<file path="config.mk">
export PLATFORM = sky130hd
export DESIGN_NAME = load_store_mem_access_stage
export DESIGN_NICKNAME = d
export VERILOG_FILES = /design/src/rtl/load_store_mem_access_stage_pkg.sv /design/src/rtl/load_store_mem_access_stage_ld_data_align.sv /design/src/rtl/load_store_mem_access_stage.sv
export SDC_FILE = /design/constraint.sdc
export NUM_CORES = 1
export LEC_CHECK = 0
export BUFFER_PORTS_ARGS = -buffer_cell sky130_fd_sc_hd__buf_4
export CORE_MARGIN = 5
export CORE_UTILIZATION = 50
export DETAILED_ROUTE_END_ITERATION = 7
export HOLD_SLACK_MARGIN = 0.02
export PLACE_DENSITY = 0.9
export SKIP_CTS_REPAIR_TIMING = 1
export SYNTH_ARGS = -nofsm -noshare
export SYNTH_HDL_FRONTEND = slang
export SYNTH_SLANG_ARGS = --single-unit
export TNS_END_PERCENT = 10
</file>
<file path="constraint.sdc">
create_clock -name clk_in -period 2 [get_ports clk_in]
set_clock_uncertainty 0.1 [all_clocks]
set_input_delay 0.3 -clock clk_in [delete_from_list [all_inputs] [get_ports clk_in]]
set_output_delay 0.3 -clock clk_in [all_outputs]
set_load 0.02 [all_outputs]
</file>
<file path="src/rtl/load_store_mem_access_stage_pkg.sv">
// Shared encodings for the load/store memory-access stage:
// transfer sizes, write-enable bit positions and FSM states.
package load_store_mem_access_stage_pkg;

   localparam logic [1:0] SIZE_WORD = 2'b00;
   localparam logic [1:0] SIZE_HALF = 2'b01;
   localparam logic [1:0] SIZE_BYTE = 2'b10;

   localparam int WEN_RD = 0;
   localparam int WEN_RN = 1;

   typedef enum logic {
      ST_IDLE = 1'b0,
      ST_BUSY = 1'b1
   } state_t;

endpackage

</file>
<file path="src/rtl/load_store_mem_access_stage_ld_data_align.sv">
// Load data alignment: picks the addressed byte/halfword lane out of the
// read word and zero- or sign-extends it to 32 bits.
module ld_data_align
   import load_store_mem_access_stage_pkg::*;
(
   input  logic [31:0] rdata,
   input  logic [1:0]  addr_lo,
   input  logic [2:0]  ctrl_ld_mux,
   output logic [31:0] ld_data
);

   logic [7:0]  byte_lane;
   logic [15:0] half_lane;

   always_comb begin
      byte_lane = rdata[7:0];
      case (addr_lo)
         2'd1:    byte_lane = rdata[15:8];
         2'd2:    byte_lane = rdata[23:16];
         2'd3:    byte_lane = rdata[31:24];
         default: byte_lane = rdata[7:0];
      endcase
      half_lane = addr_lo[1] ? rdata[31:16] : rdata[15:0];

      // Size 11 is not a legal encoding and falls through to word.
      ld_data = rdata;
      case (ctrl_ld_mux[1:0])
         SIZE_BYTE: ld_data = ctrl_ld_mux[2] ? {{24{byte_lane[7]}}, byte_lane}
                                             : {24'h000000, byte_lane};
         SIZE_HALF: ld_data = ctrl_ld_mux[2] ? {{16{half_lane[15]}}, half_lane}
                                             : {16'h0000, half_lane};
         default:   ld_data = rdata;
      endcase
   end

endmodule

</file>
<file path="src/rtl/load_store_mem_access_stage.sv">
// Memory-access stage: runs one req/ack data-memory transaction per accepted
// load/store and emits a one-cycle Rd/Rn writeback packet on completion.
module load_store_mem_access_stage
   import load_store_mem_access_stage_pkg::*;
#(
   parameter int TAG_W  = 4,
   parameter int ADDR_W = 32
) (
   input  logic              clk_in,
   input  logic              reset_in,
   input  logic              pipe_start_in,
   input  logic              instr_exec_confirmed_in,
   input  logic              ld_str_multiple_flag_in,
   input  logic [ADDR_W-1:0] addr_to_mem_in,
   input  logic [3:0]        rd_addr_in,
   input  logic [3:0]        rn_addr_in,
   input  logic [ADDR_W-1:0] rn_data_in,
   input  logic [ADDR_W-1:0] str_data_in,
   input  logic [2:0]        ctrl_ld_mux_in,
   input  logic [1:0]        ctrl_str_mux_in,
   input  logic [1:0]        w_en_in,
   input  logic [TAG_W-1:0]  instr_tag_in,
   output logic              stall_out,
   output logic              mem_req_out,
   output logic              mem_we_out,
   output logic [ADDR_W-1:0] mem_addr_out,
   output logic [ADDR_W-1:0] mem_wdata_out,
   output logic [3:0]        mem_be_out,
   input  logic              mem_ack_in,
   input  logic [ADDR_W-1:0] mem_rdata_in,
   output logic              wb_valid_out,
   output logic              wb_rd_en_out,
   output logic              wb_rn_en_out,
   output logic [3:0]        wb_rd_addr_out,
   output logic [3:0]        wb_rn_addr_out,
   output logic [ADDR_W-1:0] wb_rd_data_out,
   output logic [ADDR_W-1:0] wb_rn_data_out,
   output logic [TAG_W-1:0]  wb_instr_tag_out
);

   state_t            state_q, state_d;
   logic              accept, launch, done;
   logic [ADDR_W-1:0] st_wdata;
   logic [3:0]        st_be;
   logic [ADDR_W-1:0] ld_data;

   logic [2:0]        ld_ctrl_q;
   logic [1:0]        addr_lo_q;
   logic [3:0]        rd_addr_q, rn_addr_q;
   logic [ADDR_W-1:0] rn_data_q;
   logic              rd_en_q, rn_en_q;
   logic [TAG_W-1:0]  tag_q;

   assign accept      = (state_q == ST_IDLE) & pipe_start_in;
   assign launch      = accept & instr_exec_confirmed_in;
   assign done        = (state_q == ST_BUSY) & mem_ack_in;
   assign stall_out   = (state_q == ST_BUSY);
   assign mem_req_out = (state_q == ST_BUSY);

   always_ff @(posedge clk_in or negedge reset_in) begin
      if (!reset_in) state_q <= ST_IDLE;
      else           state_q <= state_d;
   end

   always_comb begin
      state_d = state_q;
      case (state_q)
         ST_IDLE: if (launch) state_d = ST_BUSY;
         ST_BUSY: if (mem_ack_in) state_d = ST_IDLE;
         default: state_d = ST_IDLE;
      endcase
   end

   // Store data is replicated across every lane so the memory can take
   // whichever lanes the byte enables select.
   always_comb begin
      st_wdata = str_data_in;
      st_be    = 4'b1111;
      case (ctrl_str_mux_in)
         SIZE_BYTE: begin
            st_wdata = {4{str_data_in[7:0]}};
            st_be    = 4'b0001 << addr_to_mem_in[1:0];
         end
         SIZE_HALF: begin
            st_wdata = {2{str_data_in[15:0]}};
            st_be    = addr_to_mem_in[1] ? 4'b1100 : 4'b0011;
         end
         default: begin
            st_wdata = str_data_in;
            st_be    = 4'b1111;
         end
      endcase
   end

   always_ff @(posedge clk_in or negedge reset_in) begin
      if (!reset_in) begin
         mem_we_out    <= 1'b0;
         mem_addr_out  <= '0;
         mem_wdata_out <= '0;
         mem_be_out    <= 4'b0000;
         ld_ctrl_q     <= 3'b000;
         addr_lo_q     <= 2'b00;
         rd_addr_q     <= 4'h0;
         rn_addr_q     <= 4'h0;
         rn_data_q     <= '0;
         rd_en_q       <= 1'b0;
         rn_en_q       <= 1'b0;
         tag_q         <= '0;
      end else if (launch) begin
         mem_we_out    <= ~w_en_in[WEN_RD];
         mem_addr_out  <= {addr_to_mem_in[ADDR_W-1:2], 2'b00};
         mem_wdata_out <= st_wdata;
         mem_be_out    <= st_be;
         ld_ctrl_q     <= ctrl_ld_mux_in;
         addr_lo_q     <= addr_to_mem_in[1:0];
         rd_addr_q     <= rd_addr_in;
         rn_addr_q     <= rn_addr_in;
         rn_data_q     <= rn_data_in;
         rd_en_q       <= w_en_in[WEN_RD];
         rn_en_q       <= w_en_in[WEN_RN] & ~ld_str_multiple_flag_in;
         tag_q         <= instr_tag_in;
      end
   end

   ld_data_align u_ld_data_align (
      .rdata       (mem_rdata_in),
      .addr_lo     (addr_lo_q),
      .ctrl_ld_mux (ld_ctrl_q),
      .ld_data     (ld_data)
   );

   // Writeback packet: valid for exactly the cycle after the ack.
   always_ff @(posedge clk_in or negedge reset_in) begin
      if (!reset_in) begin
         wb_valid_out     <= 1'b0;
         wb_rd_en_out     <= 1'b0;
         wb_rn_en_out     <= 1'b0;
         wb_rd_addr_out   <= 4'h0;
         wb_rn_addr_out   <= 4'h0;
         wb_rd_data_out   <= '0;
         wb_rn_data_out   <= '0;
         wb_instr_tag_out <= '0;
      end else begin
         wb_valid_out <= done;
         if (done) begin
            wb_rd_en_out     <= rd_en_q;
            wb_rn_en_out     <= rn_en_q;
            wb_rd_addr_out   <= rd_addr_q;
            wb_rn_addr_out   <= rn_addr_q;
            wb_rd_data_out   <= ld_data;
            wb_rn_data_out   <= rn_data_q;
            wb_instr_tag_out <= tag_q;
         end
      end
   end

endmodule

</file>
==> out/metrics.cfg <==
[outcome]
status = finished clean

[clock_tree]
cts_root_buffer = clkbuf_16
numCtsBuffers = 17
htreeDepth = 4
cts_tree = done
clock_latency_ns = 0.43
cts_buffer_depth = 2
clk_pin_slew_worst_paths_ns = 0.07
clock_sinks = 198

[min_path]
hold_path_class = in2reg
worstHoldStart = ctrl_ld_mux_in[2]

[timing]
maxSlewHeadroom = 0.624
rsz0062_at_grt = false
fmax_ghz = 0.530
fin_setup_tns_ns = 0
post-route-period-util = 0.944
maxSlewViolCount = 0
setup_violations = 0
holdWs_ns = 0.0118
hold_viol = 0
period_minus_slack_ns = 1.89
worst_pin_slew_ns = 0.563

[placement]
place_area_sq_mm = 0.0111
port_buffers = 300
dp_hpwl_mm = 19.3
place_congestion = 0.862

[grt]
use_met2 = 0.460
met1_usage = 0.300
met3_usage = 0.0763
grt_usage = 0.261
grt_antenna_before_repair = 0
grt_busiest_layer = met2
grt-ovfl-total = 0
grt_pass1_vias = 8026
grt_pass1_wl_mm = 41.1
grt_max_degree = 55

[final_layout]
nFillCells = 1032
final_nets = 1467
seqCellArea_sq_mm = 0.00495
area_growth_pct = 48.2
fin_util = 0.756
drive_above_1_share = 0.294
design_area_sq_mm = 0.0125
multiInputGateArea_sq_mm = 0.00320

[die]
core_area_sq_mm = 0.0166
die-area_sq_mm = 0.0196
dieWidth_microns = 140
initial_core_util = 0.510
num_io_pins = 303
fp.dieH_microns = 140
core.rowCount = 47

[critical_path]
cp-start-kind = flop
crit_buf_inv = 1
crit_slowest_cell = dfrtp_1
path_delay_family = flip-flops
max_stage_delay_ns = 0.59
crit_required_ns = 2.20
crit_type = reg2reg
r2r_start = addr_lo_q[0]
crit_arrival_ns = 2.09
cp-end-kind = flop
rrSetupSlack_ns = 0.11
crit_fanout = 16
cp-startpoint = addr_lo_q[0]
crit_chain = mux2i_1 -> o22ai_2 -> nor3b_4 -> buf_4 -> a211oi_1

[logic_synthesis]
synthCells = 938
synth_flop_cell = dfrtp_1
synth_compound_area_frac = 0.107
synthAdderAreaFrac = 0.00592
ys_ff_latch = 198
avgSynthCellArea_sq_um = 9.01
synthMuxAreaShare = 0.0135
ys_seq_area_frac = 0.586
synth-simple-area-share = 0.249
synth_top_family_by_area = simple AND/OR/NAND/NOR gates
ys_async_sr_fraction = 1.00
synthXorXnorAreaFrac = 0
synthesis.area_sq_mm = 0.00845
yosysUniqueCellTypes = 42
ys.warnings.count = 0
synth_edf_count = 0

[route]
drtAntennaViolNets = 0
drt-pass1-iter-count = 7
wl_per_cell_microns = 19.0
drc_errors = 0
vias = 8500
drt-initial-drc-count = 717
drt_wl_total_mm = 29.4
routed_via_density = 5.51

[pwr]
power_density_mw_per_mm2 = 1140
leakage_nw = 6.45
fin_total_pwr_mw = 14.3
ir_drop_mv = 0.576

[run]
maxCapViolations = 0

[final cells by class]
cell class | count | area share
well taps | 220 | 0.0220
clock inverters | 14 | 0.0149
multi-input cells | 666 | 0.255
inverters | 11 | 0.00330
clock buffers | 18 | 0.0343
flip-flops and latches | 198 | 0.395
diodes | 1 | 0.000200
repair buffers | 416 | 0.275
[final timing paths]
kind / end / depth (start not counted)
min: ld_ctrl_q[2] / 3
max reg2reg: wb_rd_data_out[19] / 5
max in group asynchronous: addr_lo_q[0] / 3
min reg2reg: wb_rn_data_out[1] / 2
min in group asynchronous: wb_rn_data_out[9] / 2
max: wb_rd_data_out[19] / 5
[placed cells by master, fill, tap and decap left out, drive strengths merged]
cell type	synthesis	routed
a2111oi	1	1
a211oi	15	15
a21oi	32	32
a221oi	18	18
a311oi	1	1
a31oi	7	7
and2	2	2
and3	1	1
buf	23	330
bufinv	0	2
clkbuf	41	19
clkinv	1	5
conb	1	2
dfrtp	198	198
diode	0	1
dlygate4sd3	0	85
ha	4	4
inv	10	18
mux2	8	8
mux2i	2	2
nand2	440	440
nand2b	3	3
nand3	2	2
nand3b	16	16
nor2	36	36
nor2b	17	17
nor3b	1	1
nor4	2	2
o21a	1	1
o21ai	29	29
o221ai	7	7
o22ai	3	3
o31ai	16	16
[metal layers]
metal,up-vias,part of all wire
li1,3782,-
met1,4090,0.35
met2,522,0.52
met3,106,0.088
met4,0,0.043
met5,-,0
[Yosys cell counts, types with 4 or more instances]
cell type,number,share of area
a211oi_1,7,0.0062
a221oi_1,18,0.019
ha_1,4,0.0059
nand2_1,440,0.20
mux2_2,7,0.0093
o31ai_1,16,0.014
nor2b_1,17,0.013
a21oi_1,30,0.018
buf_2,9,0.0053
o221ai_1,7,0.0073
clkbuf_1,41,0.018
o21ai_0,27,0.016
inv_1,10,0.0044
a211oi_2,8,0.012
dfrtp_1,198,0.59
nand3b_1,16,0.014
nor2_1,36,0.016
buf_1,9,0.0040
a31oi_1,7,0.0052
[cells by family (layout without fill, tap and decap cells)]
group / after synthesis / in the layout
AO/OA/AOI/OAI: 130 / 130
buffers and inverters: 75 / 459
flip-flops: 198 / 198
AND/OR/NAND/NOR: 520 / 520
adder cells (fa/ha/maj): 4 / 4
multiplexers: 10 / 10
other: 1 / 3
[worst reg2reg max path, cell delays in order, from the launching register on]
cell	delay [ns]
dfrtp_1	0.59
mux2i_1	0.33
o22ai_2	0.16
nor3b_4	0.20
buf_4	0.28
a211oi_1	0.12
[through the flow]
step | std cells | setup slack [ns]
after floorplan | 939 | 0.290
after global placement | 1426 | 0.174
after detailed placement | 1426 | 0.0998
after CTS | 1458 | 0.0750
after global routing | 1543 | 0.0116
final | 1544 | 0.112
[report_power, final]
part           switching (mW)  internal (mW)
Sequential              0.666           5.03
Combinational            2.94           2.12
Clock                    1.66           1.92
[flip-flops by register name (all words and copies together) (netlist names), 2 cells and up]
name,cells
addr_lo_q,2
ld_ctrl_q,3
mem_addr_out,30
mem_be_out,4
mem_wdata_out,32
rd_addr_q,4
rn_addr_q,4
rn_data_q,32
tag_q,4
wb_instr_tag_out,4
wb_rd_addr_out,4
wb_rd_data_out,32
wb_rn_addr_out,4
wb_rn_data_out,32
Note: power is estimated with default switching activity, not from simulation.
